<file path="src/rtl/gpu_pkg.sv">
// Shared display-pipeline types and constants.
package gpu_pkg;

  localparam int unsigned H_RES      = 640;
  localparam int unsigned V_RES      = 480;
  localparam int unsigned NUM_PIXELS = H_RES * V_RES;
  localparam int unsigned PIX_ADDR_W = 19;

  typedef struct packed {
    logic [7:0] r;
    logic [7:0] g;
    logic [7:0] b;
  } rgb_t;

  typedef enum logic [1:0] {
    IDLE,
    SCAN,
    DRAIN,
    DONE
  } scan_state_t;

endpackage

</file>
<file path="src/rtl/frame_scanout_reader_if.sv">
// Framebuffer read port plus pixel stream to the display sink.
interface frame_scanout_reader_if #(
  parameter int unsigned ADDR_W = 19
);

  logic              mem_read;
  logic [ADDR_W-1:0] mem_addr;
  logic [7:0]        mem_r;
  logic [7:0]        mem_g;
  logic [7:0]        mem_b;

  logic              out_valid;
  logic              out_ready;
  logic [7:0]        out_r;
  logic [7:0]        out_g;
  logic [7:0]        out_b;
  logic [ADDR_W-1:0] out_pixel_number;
  logic              out_last;

  modport master (
    output mem_read, mem_addr,
    input  mem_r, mem_g, mem_b,
    output out_valid, out_r, out_g, out_b, out_pixel_number, out_last,
    input  out_ready
  );

  modport slave (
    input  mem_read, mem_addr,
    output mem_r, mem_g, mem_b,
    input  out_valid, out_r, out_g, out_b, out_pixel_number, out_last,
    output out_ready
  );

endinterface

</file>
<file path="src/rtl/scanout_fifo.sv">
// Show-ahead return buffer; the head entry is visible while valid.
module scanout_fifo #(
  parameter int unsigned WIDTH = 43,
  parameter int unsigned DEPTH = 4
) (
  input  logic                   clk,
  input  logic                   rst_n,
  input  logic                   push,
  input  logic [WIDTH-1:0]       wdata,
  input  logic                   pop,
  output logic [WIDTH-1:0]       rdata,
  output logic                   valid,
  output logic [$clog2(DEPTH):0] count
);

  localparam int unsigned PTR_W = $clog2(DEPTH);
  localparam int unsigned CNT_W = PTR_W + 1;

  logic [WIDTH-1:0] mem [DEPTH];
  logic [PTR_W-1:0] wr_ptr;
  logic [PTR_W-1:0] rd_ptr;
  logic             do_pop;

  assign do_pop = pop && (count != '0);
  assign valid  = (count != '0);
  assign rdata  = mem[rd_ptr];

  // Pointer and occupancy bookkeeping.
  always_ff @(posedge clk or negedge rst_n) begin
    if (!rst_n) begin
      wr_ptr <= '0;
      rd_ptr <= '0;
      count  <= '0;
    end else begin
      if (push)   wr_ptr <= wr_ptr + PTR_W'(1);
      if (do_pop) rd_ptr <= rd_ptr + PTR_W'(1);
      unique case ({push, do_pop})
        2'b10:   count <= count + CNT_W'(1);
        2'b01:   count <= count - CNT_W'(1);
        default: count <= count;
      endcase
    end
  end

  // Entry storage; contents are meaningless while count is zero.
  always_ff @(posedge clk) begin
    if (push) mem[wr_ptr] <= wdata;
  end

endmodule

</file>
<file path="src/rtl/frame_scanout_reader.sv">
// Walks the framebuffer once per frame_ready and streams pixels to the display.
module frame_scanout_reader #(
  parameter int unsigned NUM_PIXELS   = gpu_pkg::NUM_PIXELS,
  parameter int unsigned ADDR_W       = gpu_pkg::PIX_ADDR_W,
  parameter int unsigned READ_LATENCY = 2,
  parameter int unsigned FIFO_DEPTH   = 4
) (
  input  logic                          clk,
  input  logic                          reset,
  input  logic                          frame_ready,
  frame_scanout_reader_if.master        bus,
  output logic                          busy,
  output logic                          frame_done
);

  import gpu_pkg::*;

  localparam int unsigned ENTRY_W   = ADDR_W + 24;
  localparam int unsigned CNT_W     = $clog2(FIFO_DEPTH) + 1;
  localparam int unsigned CRED_W    = $clog2(FIFO_DEPTH + READ_LATENCY + 1);
  localparam logic [ADDR_W-1:0] LAST_ADDR = ADDR_W'(NUM_PIXELS - 1);

  scan_state_t             state;
  logic                    pending;
  logic [ADDR_W-1:0]       addr;
  logic [ADDR_W-1:0]       ret_addr;
  logic [READ_LATENCY-1:0] inflight;
  logic [CRED_W-1:0]       credit;
  logic                    issue;
  logic                    push;
  logic                    pop;
  logic [CNT_W-1:0]        fifo_count;
  logic                    fifo_valid;
  logic [ENTRY_W-1:0]      fifo_rdata;
  logic [ADDR_W-1:0]       head_addr;
  rgb_t                    head_pix;
  rgb_t                    mem_pix;

  // Issue only while every outstanding read still has a guaranteed FIFO slot.
  always_comb begin
    credit = CRED_W'(fifo_count);
    for (int unsigned i = 0; i < READ_LATENCY; i++) begin
      credit = credit + CRED_W'(inflight[i]);
    end
    issue = (state == SCAN) && (credit < CRED_W'(FIFO_DEPTH));
  end

  assign push    = inflight[READ_LATENCY-1];
  assign pop     = fifo_valid && bus.out_ready;
  assign mem_pix = '{r: bus.mem_r, g: bus.mem_g, b: bus.mem_b};

  // Frame sequencing, address generation and in-flight read tracking.
  always_ff @(posedge clk or negedge reset) begin
    if (!reset) begin
      state    <= IDLE;
      pending  <= 1'b0;
      addr     <= '0;
      ret_addr <= '0;
      inflight <= '0;
    end else begin
      inflight <= (inflight << 1) | READ_LATENCY'(issue);
      if (push) ret_addr <= ret_addr + ADDR_W'(1);
      unique case (state)
        IDLE: begin
          if (frame_ready) state <= SCAN;
        end
        SCAN: begin
          if (frame_ready) pending <= 1'b1;
          if (issue) begin
            if (addr == LAST_ADDR) state <= DRAIN;
            else                   addr  <= addr + ADDR_W'(1);
          end
        end
        DRAIN: begin
          if (frame_ready) pending <= 1'b1;
          // Reads return in order, so accepting the last pixel empties the pipe.
          if (pop && (head_addr == LAST_ADDR)) state <= DONE;
        end
        DONE: begin
          addr     <= '0;
          ret_addr <= '0;
          pending  <= 1'b0;
          state    <= (pending || frame_ready) ? SCAN : IDLE;
        end
        default: state <= IDLE;
      endcase
    end
  end

  scanout_fifo #(
    .WIDTH (ENTRY_W),
    .DEPTH (FIFO_DEPTH)
  ) u_fifo (
    .clk   (clk),
    .rst_n (reset),
    .push  (push),
    .wdata ({ret_addr, mem_pix}),
    .pop   (pop),
    .rdata (fifo_rdata),
    .valid (fifo_valid),
    .count (fifo_count)
  );

  assign {head_addr, head_pix} = fifo_rdata;

  assign bus.mem_read         = issue;
  assign bus.mem_addr         = addr;
  assign bus.out_valid        = fifo_valid;
  assign bus.out_r            = fifo_valid ? head_pix.r : 8'd0;
  assign bus.out_g            = fifo_valid ? head_pix.g : 8'd0;
  assign bus.out_b            = fifo_valid ? head_pix.b : 8'd0;
  assign bus.out_pixel_number = fifo_valid ? head_addr : '0;
  assign bus.out_last         = fifo_valid && (head_addr == LAST_ADDR);
  assign busy                 = (state != IDLE);
  assign frame_done           = (state == DONE);

endmodule

</file>
<file path="src/flat_wrapper.sv">
// flat-port wrapper written by rule: the top's interface ports become plain ports
module frame_scanout_reader_flat import gpu_pkg::*;
#(
  parameter int unsigned NUM_PIXELS   = gpu_pkg::NUM_PIXELS,
  parameter int unsigned ADDR_W       = gpu_pkg::PIX_ADDR_W,
  parameter int unsigned READ_LATENCY = 2,
  parameter int unsigned FIFO_DEPTH   = 4
)
  (clk, reset, frame_ready, busy, frame_done, bus_mem_read, bus_mem_addr, bus_mem_r, bus_mem_g, bus_mem_b, bus_out_valid, bus_out_r, bus_out_g, bus_out_b, bus_out_pixel_number, bus_out_last, bus_out_ready);
  frame_scanout_reader_if #(.ADDR_W(ADDR_W)) bus_i ();
  input  logic clk;
  input  logic reset;
  input  logic frame_ready;
  output logic busy;
  output logic frame_done;
  output wire logic [$bits(bus_i.mem_read)-1:0] bus_mem_read;
  output wire logic [$bits(bus_i.mem_addr)-1:0] bus_mem_addr;
  input wire logic [$bits(bus_i.mem_r)-1:0] bus_mem_r;
  input wire logic [$bits(bus_i.mem_g)-1:0] bus_mem_g;
  input wire logic [$bits(bus_i.mem_b)-1:0] bus_mem_b;
  output wire logic [$bits(bus_i.out_valid)-1:0] bus_out_valid;
  output wire logic [$bits(bus_i.out_r)-1:0] bus_out_r;
  output wire logic [$bits(bus_i.out_g)-1:0] bus_out_g;
  output wire logic [$bits(bus_i.out_b)-1:0] bus_out_b;
  output wire logic [$bits(bus_i.out_pixel_number)-1:0] bus_out_pixel_number;
  output wire logic [$bits(bus_i.out_last)-1:0] bus_out_last;
  input wire logic [$bits(bus_i.out_ready)-1:0] bus_out_ready;
  assign bus_mem_read = bus_i.mem_read;
  assign bus_mem_addr = bus_i.mem_addr;
  assign bus_i.mem_r = bus_mem_r;
  assign bus_i.mem_g = bus_mem_g;
  assign bus_i.mem_b = bus_mem_b;
  assign bus_out_valid = bus_i.out_valid;
  assign bus_out_r = bus_i.out_r;
  assign bus_out_g = bus_i.out_g;
  assign bus_out_b = bus_i.out_b;
  assign bus_out_pixel_number = bus_i.out_pixel_number;
  assign bus_out_last = bus_i.out_last;
  assign bus_i.out_ready = bus_out_ready;
  frame_scanout_reader #(.NUM_PIXELS(NUM_PIXELS), .ADDR_W(ADDR_W), .READ_LATENCY(READ_LATENCY), .FIFO_DEPTH(FIFO_DEPTH)) u_core (.clk(clk), .reset(reset), .frame_ready(frame_ready), .bus(bus_i), .busy(busy), .frame_done(frame_done));
endmodule
</file>
<file path="config.mk">
export PLATFORM = sky130hd
export DESIGN_NAME = frame_scanout_reader_flat
export DESIGN_NICKNAME = d
export VERILOG_FILES = /design/src/rtl/gpu_pkg.sv /design/src/rtl/frame_scanout_reader_if.sv /design/src/rtl/scanout_fifo.sv /design/src/rtl/frame_scanout_reader.sv /design/src/flat_wrapper.sv
export SDC_FILE = /design/constraint.sdc
export NUM_CORES = 1
export LEC_CHECK = 0
export CAP_MARGIN = 20
export CORE_MARGIN = 2
export CORE_UTILIZATION = 50
export CTS_BUF_LIST = sky130_fd_sc_hd__clkbuf_8
export DETAILED_ROUTE_END_ITERATION = 8
export GPL_TIMING_DRIVEN = 0
export PLACE_DENSITY = 0.69
export SKIP_CTS_REPAIR_TIMING = 1
export SYNTH_ARGS = -nofsm -noshare
export SYNTH_HDL_FRONTEND = slang
export SYNTH_HIERARCHICAL = 1
export SYNTH_SLANG_ARGS = --single-unit
</file>
<file path="constraint.sdc">
create_clock -name clk -period 2.7 [get_ports clk]
set_input_delay 0.27 -clock clk [delete_from_list [all_inputs] [get_ports clk]]
set_output_delay 0.27 -clock clk [all_outputs]
set_load 0.005 [all_outputs]
</file>
==> Word-level counts from Yosys, hierarchy flattened <==
Memories as Yosys holds them, arrays and structs flattened.
Index checks and enable logic that the tools add are counted.
{ "classes": {"n_addsub": 8, "n_lt_le_gt_ge": 1, "n_eq_ne": 13, "muxes": 20, "bitwise_logic": 1, "n_reduce_logical": 17} }
{ "ops": {"columns": ["cell", "count"], "rows": [
  ["$mux W19", 5],
  ["$add A19 B1 Y19 const B", 2],
  ["$eq A19 B19 Y1 const B", 2],
  ["$pmux W19 S2", 1],
  ["$mux W8", 3],
  ["$reduce_bool A2 Y1", 5],
  ["$mux W2", 4],
  ["$pmux W2 S4", 1],
  ["$add A3 B1 Y3", 2],
  ["$eq A2 B2 Y1 const B", 3],
  ["$ne A2 B1 Y1 const B", 3],
  ["$ne A2 B2 Y1 const B", 3],
  ["$pmux W3 S2", 1],
  ["$logic_and A1 B1 Y1", 5],
  ["$add A2 B1 Y2 const B", 2],
  ["$eq A2 B1 Y1 const B", 2],
  ["$mux W1", 4],
  ["$reduce_and A4 Y1", 1],
  ["$add A3 B1 Y3 const B", 1],
  ["$lt A3 B3 Y1 const B", 1],
  ["$reduce_and A3 Y1", 1],
  ["$reduce_bool A3 Y1", 1],
  ["$sub A3 B1 Y3 const B", 1],
  ["$logic_not A2 Y1", 1],
  ["other kinds (5)", 5]
]} }
{ "word_totals": {"reg_bits": 50, "mem_bits_rw": 172, "in_bits": 28, "out_inout_bits": 67, "wordCells": 69, "n_memories": 1} }
{ "memory_table": {"columns": ["memory", "words", "word_bits", "rd", "rd_clocked_by_memory_dff", "wr", "line", "text"], "rows": [
  ["u_core.u_fifo.mem", 4, 43, 1, 0, 1, "scanout_fifo.sv:19", "logic [WIDTH-1:0] mem [DEPTH];"]
]} }

==> Depth between registers and ports, before layout <==
{ "depth": {"ltp_word": 6, "mapped_depth": 10, "mapped_depth_nobuf": 9} }

==> Hierarchy <==
The synthesis kept the hierarchy.
{ "by_module_without_submodules": {"columns": ["module", "instances", "cells_per_inst", "area_per_inst_um2", "seq_area_each_um2"], "rows": [
  ["scanout_fifo", 1, 261, 6667.6, 5340.1],
  ["frame_scanout_reader", 1, 317, 2756.4, 1076.0]
]} }

==> Least setup slack after synthesis <==
Ideal clock, no wire load.
{ "synth_timing": {"path_kind": "register to register", "startpoint": "register u_core.u_fifo.count[0]", "endpoint": "register u_core.u_fifo.count[2]", "setup_time_ns": 0.125, "arrival_time_ns": 2.093, "t_required_ns": 2.575, "setup_slack_ns": 0.482, "path_stages_with_launch": 11, "n_path_buf": 1, "synth_period_minus_slack_ns": 2.218, "cell_sequence": "dfrtp_1 -> or3_1 -> clkbuf_1 -> and2_1 -> o31a_1 -> ha_1 -> inv_1 -> fa_1 -> xor2_1 -> nor2_1 -> xor2_1"} }
{ "synth_via": {"elab_chain_len": 5, "word_cells_on_any_way": 9, "cone_classes": "add/sub: 2; eq/ne: 2; mux: 1; reduce/logical: 4"} }
{ "synth_lines": {"columns": ["item", "line", "text"], "rows": [
  ["start, declared", "scanout_fifo.sv:13", "output logic [$clog2(DEPTH):0] count"],
  ["start signal, assigned", "scanout_fifo.sv:38", "2'b10: count <= count + CNT_W'(1);"],
  ["start signal, assigned", "scanout_fifo.sv:39", "2'b01: count <= count - CNT_W'(1);"],
  ["start signal, assigned", "scanout_fifo.sv:40", "default: count <= count;"],
  ["$reduce_bool A3 Y1 (*)", "scanout_fifo.sv:25", "assign valid = (count != '0);"],
  ["net bus_out_valid", "flat_wrapper.sv:21", "output wire logic [$bits(bus_i.out_valid)-1:0] bus_out_valid;"],
  ["$logic_and A1 B1 Y1 (*)", "frame_scanout_reader.sv:49", "assign pop = fifo_valid && bus.out_ready;"],
  ["net u_core.pop", "frame_scanout_reader.sv:31", "logic pop;"],
  ["$logic_and A1 B1 Y1 (*)", "scanout_fifo.sv:24", "assign do_pop = pop && (count != '0);"],
  ["net u_core.u_fifo.do_pop", "scanout_fifo.sv:22", "logic do_pop;"],
  ["$eq A2 B1 Y1 or $eq A2 B2 Y1 (tied branches)", "scanout_fifo.sv:37", "unique case ({push, do_pop})"],
  ["$pmux W3 S2 or $reduce_bool A2 Y1 (tied branches)", null, null]
]} }
Mark *: on every way through the listed nets, which the timed path passes. The rest lies on a longest branch.
A chain may end at the register's enable or synchronous reset.

==> Worst setup path in the final report <==
{ "layout_timing": {"startpoint": "register u_core.u_fifo.rd_ptr[0]", "endpoint": "output bus_out_last"} }
{ "layout_via": {"elab_chain_len": 3} }
{ "layout_lines": {"columns": ["item", "line", "text"], "rows": [
  ["start, declared", "scanout_fifo.sv:21", "logic [PTR_W-1:0] rd_ptr;"],
  ["start signal, assigned", "scanout_fifo.sv:36", "if (do_pop) rd_ptr <= rd_ptr + PTR_W'(1);"],
  ["$mem_v2 Z4 W43", null, null],
  ["net u_core.fifo_rdata[40]", "frame_scanout_reader.sv:34", "logic [ENTRY_W-1:0] fifo_rdata;"],
  ["$eq A19 B19 Y1", "frame_scanout_reader.sv:113", "assign bus.out_last = fifo_valid && (head_addr == LAST_ADDR);"],
  ["$logic_and A1 B1 Y1", "frame_scanout_reader.sv:113", null],
  ["end, declared", "flat_wrapper.sv:26", "output wire logic [$bits(bus_i.out_last)-1:0] bus_out_last;"]
]} }
The timed path passes the listed nets, and every way through them passes these cells.

==> run_results.csv <==
group,metric,value,unit
power,seqPwrFrac,39.7,%
clock_network,cts_sinks,222,
place,gp_congestion,0.873,
place,dp_hpwl,12.2,mm
floorplan,die_w,141,µm
critical_path,crit_required,2.43,ns
synth,synthArstFlopShare,22.5,%
power,ir_drop,0.000460,V
synth,synth_cell_type_count,54,
power,switchingPower,3.86,mW
flow_run,drv_cap,0,
status,violations,"negative setup slack",
finish,syn_to_final_growth,23.4,%
synth,ys_seq_area_share,68.1,%
place,port_buffers,94,
floorplan,row_count,50,
critical_path,crit_path_end_kind,"output port",
sta,hold_viol_final,0,
critical_path,start_kind,"flop",
floorplan,initial_core_util,50.7,%
grt,track_usage,18.9,%
grt,antenna_found_initial,0,
clock_network,cts_tree,"yes",
sta,finClkSkew,0.0225,ns
grt,gr-total-overflow,0,
critical_path,crit_type,"reg2out",
synth,synthAdderAreaFrac,1.94,%
sta,min_period,2.82,ns
critical_path,arrival,2.55,ns
route,routed_wl,18.8,mm
place,dpl_cell_area,10800,µm²
sta,tns,-1.61,ns
clock_network,clk_pin_slew_worst_paths,0.07,ns
status,outcome,"finished, violations left",
critical_path,cp_max_fo,6,
finish,n_fill_cell,1322,
power,pwr-share-clk,21.1,%
route,num_vias,5560,
grt,grt_pass1_vias,5679,
synth,synth_compound_area_share,3.97,%
finish,num_antenna_cells,0,
synth,synth_seq_cells,222,
synth,ys.flop_type,"edfxtp_1",
synth,synth_nets,620,
route,antenna_left,0,
synth,synthXorXnorAreaFrac,2.04,%
sta,setup_viol,30,
sta,period_share,104,%
clock_network,htree_levels,2,
sta,timing.hold.ws,0.308,ns
finish,drive_gt1_share,17.5,%
grt,grt_max_degree,28,
power,pwr-share-comb,39.2,%
synth,syn_area_per_cell,16.3,µm²
finish,stdcell_area,11600,µm²
power,power_leakage,4.38,nW
clock_network,cts_buffer_depth,3,
synth,synthMuxAreaShare,10.7,%
finish,nNetsFinal,768,
route,wl_per_cell,19.0,µm
grt,grt_pass1_wl,29.2,mm
synth,netlist_area,9420,µm²
power,swShare,30.1,%
floorplan,core,18600,µm²
synth,synth_top_family_by_area,"simple AND/OR/NAND/NOR gates",
clock_network,cts-buffers-inserted,36,
sta,slew_headroom,58.8,%
sta,drv_slew,0,
sta,timing.final.ws_setup,-0.117,ns
clock_network,root_buffer,"clkbuf_8",
power,pwr_density_cell,1100,nW/µm²
floorplan,die_h,141,µm
synth,postSynthCellCount,578,
synth,synth-warning-count,6,
route,viasPerCell,5.63,
route,route.detailed.drc,0,
clock_network,clk_latency,0.51,ns
power,power.internal,8.97,mW
floorplan,die-area,20000,µm²
route,dr.pass1.iters,5,
sta,rsz0062_at_grt,"true",
floorplan,num_io_pins,95,
synth,synth-edff-count,172,
hold_path,hp-class,"in2async",
sta,worst_pin_slew,0.618,ns
route,drt_iter0_markers,307,
synth,synth_simple_gate_area_share,10.9,%
sta,max_freq,355,MHz
## per-stage QoR
step / total power [mW] / instances / setup slack, ns / util [%]
2_1_floorplan: 7.77 / 578 / 0.482 / -
3_3_place_gp: 9.74 / 906 / -0.323 / 57.4
3_5_place_dp: 9.95 / 911 / -0.327 / 57.9
6_report: 12.8 / 987 / -0.117 / 62.6
4_1_cts: 12.7 / 976 / -0.906 / 61.6
5_1_grt: 13.5 / 987 / -0.230 / 62.6
## layer usage
layer  GRT usage [%]  wire length, µm  vias to the layer above
li1                -                -                     2534
met1            24.3             7980                     2827
met2            32.3             9420                      174
met3            4.52             1110                       25
met4            5.42              271                        0
met5               0                0                        -
## flip-flops by register name (all words and copies together), names as in the netlist
register / cells
u_core/bus.mem_addr: 19
u_core/ret_addr: 19
u_core/u_fifo/wr_ptr: 2
u_core/u_fifo/mem: 172
u_core/pending: 1
u_core/u_fifo/rd_ptr: 2
u_core/state: 2
u_core/u_fifo/count: 3
u_core/inflight: 2
## cell type report
class | count | area, µm² | share of cell area, %
flip-flops and latches | 222 | 6420 | 55.2
multi-input cells | 319 | 2840 | 24.4
repair buffers | 111 | 1160 | 9.98
clock buffers | 37 | 509 | 4.38
well taps | 234 | 293 | 2.52
plain buffers | 22 | 186 | 1.60
clock inverters | 28 | 173 | 1.48
inverters | 14 | 52.6 | 0.452
## placed cells by master, fill, tap and decap left out, types with 7 or more instances in the layout
cell	instances
clkbuf_1	7
edfxtp_1	172
buf_12	10
inv_1	26
o21ai_0	15
mux4_2	38
a21oi_1	9
clkdlybuf4s50_1	91
clkinv_1	7
buf_4	9
clkbuf_8	37
buf_2	8
dfrtp_1	48
ha_1	13
a31oi_1	7
nand4_1	10
nor2_1	33
nand3_1	13
nor3_1	7
nand2_1	30
xor2_1	16
and3_1	10
and2_1	46
## power by group through the flow
stage	logic, mW	clock network, mW	registers, mW
floorplan	2.72	0	5.06
detailed placement	4.79	0	5.16
global route	5.43	2.93	5.17
CTS	4.80	2.78	5.10
finish	5.03	2.71	5.09
global placement	4.60	0	5.14
## synth_stat cells (all sizes together), types with 2 or more instances
cell type | number | share of area, %
edfxtp | 172 | 55
and2 | 50 | 3.3
dfrtp | 50 | 13
mux4 | 43 | 10
nor2 | 34 | 1.4
nand2 | 30 | 1.2
o21ai | 16 | 0.85
xor2 | 16 | 1.5
ha | 13 | 1.7
inv | 13 | 0.52
nand3 | 13 | 0.69
buf | 12 | 1.4
and3 | 11 | 0.78
clkbuf | 11 | 0.44
a21oi | 10 | 0.53
nand4 | 10 | 0.66
nor3 | 8 | 0.42
a31oi | 7 | 0.46
or3 | 6 | 0.40
xnor2 | 6 | 0.56
o41ai | 5 | 0.46
nor2b | 4 | 0.27
o211a | 3 | 0.32
a221o | 2 | 0.21
and4 | 2 | 0.19
mux2i | 2 | 0.21
nand3b | 2 | 0.29
nand4b | 2 | 0.19
nand4bb | 2 | 0.24
nor4 | 2 | 0.29
o311a | 2 | 0.21
o31a | 2 | 0.19
or4 | 2 | 0.16
## final timing paths
path                       slack (ns)                       to  cells past startpoint                     from
setup / recovery                -0.12             bus_out_last                      7  u_core/u_fifo/rd_ptr[0]
hold / removal                   0.31   u_core/bus.mem_addr[4]                      2                    reset
setup reg to reg                 0.18   u_core/u_fifo/count[2]                     10   u_core/u_fifo/count[2]
hold reg to reg                  0.40       u_core/inflight[1]                      0       u_core/inflight[0]
max in group asynchronous        1.82       u_core/ret_addr[4]                      3                    reset
min in group clk                 0.39  u_core/u_fifo/mem[2][8]                      1             bus_mem_g[0]
## cell families (layout without fill, tap and decap cells)
family | Yosys count | after routing
xor gates and xnor gates | 22 | 22
muxes | 45 | 45
DFF | 222 | 222
adders and majority gates | 14 | 14
buffers and inverters | 37 | 212
and+or+nand+nor | 183 | 183
AOI/OAI and AO/OA | 55 | 55
## worst max-delay path, stage by stage, from the launching register on
cell      delay (ns)
dfrtp_1         0.38
buf_12          0.14
buf_12          0.11
mux4_2          0.50
nand4b_1        0.26
nor3_4          0.27
nor3b_2         0.21
buf_2           0.16
(Power assumes the default switching activity.)
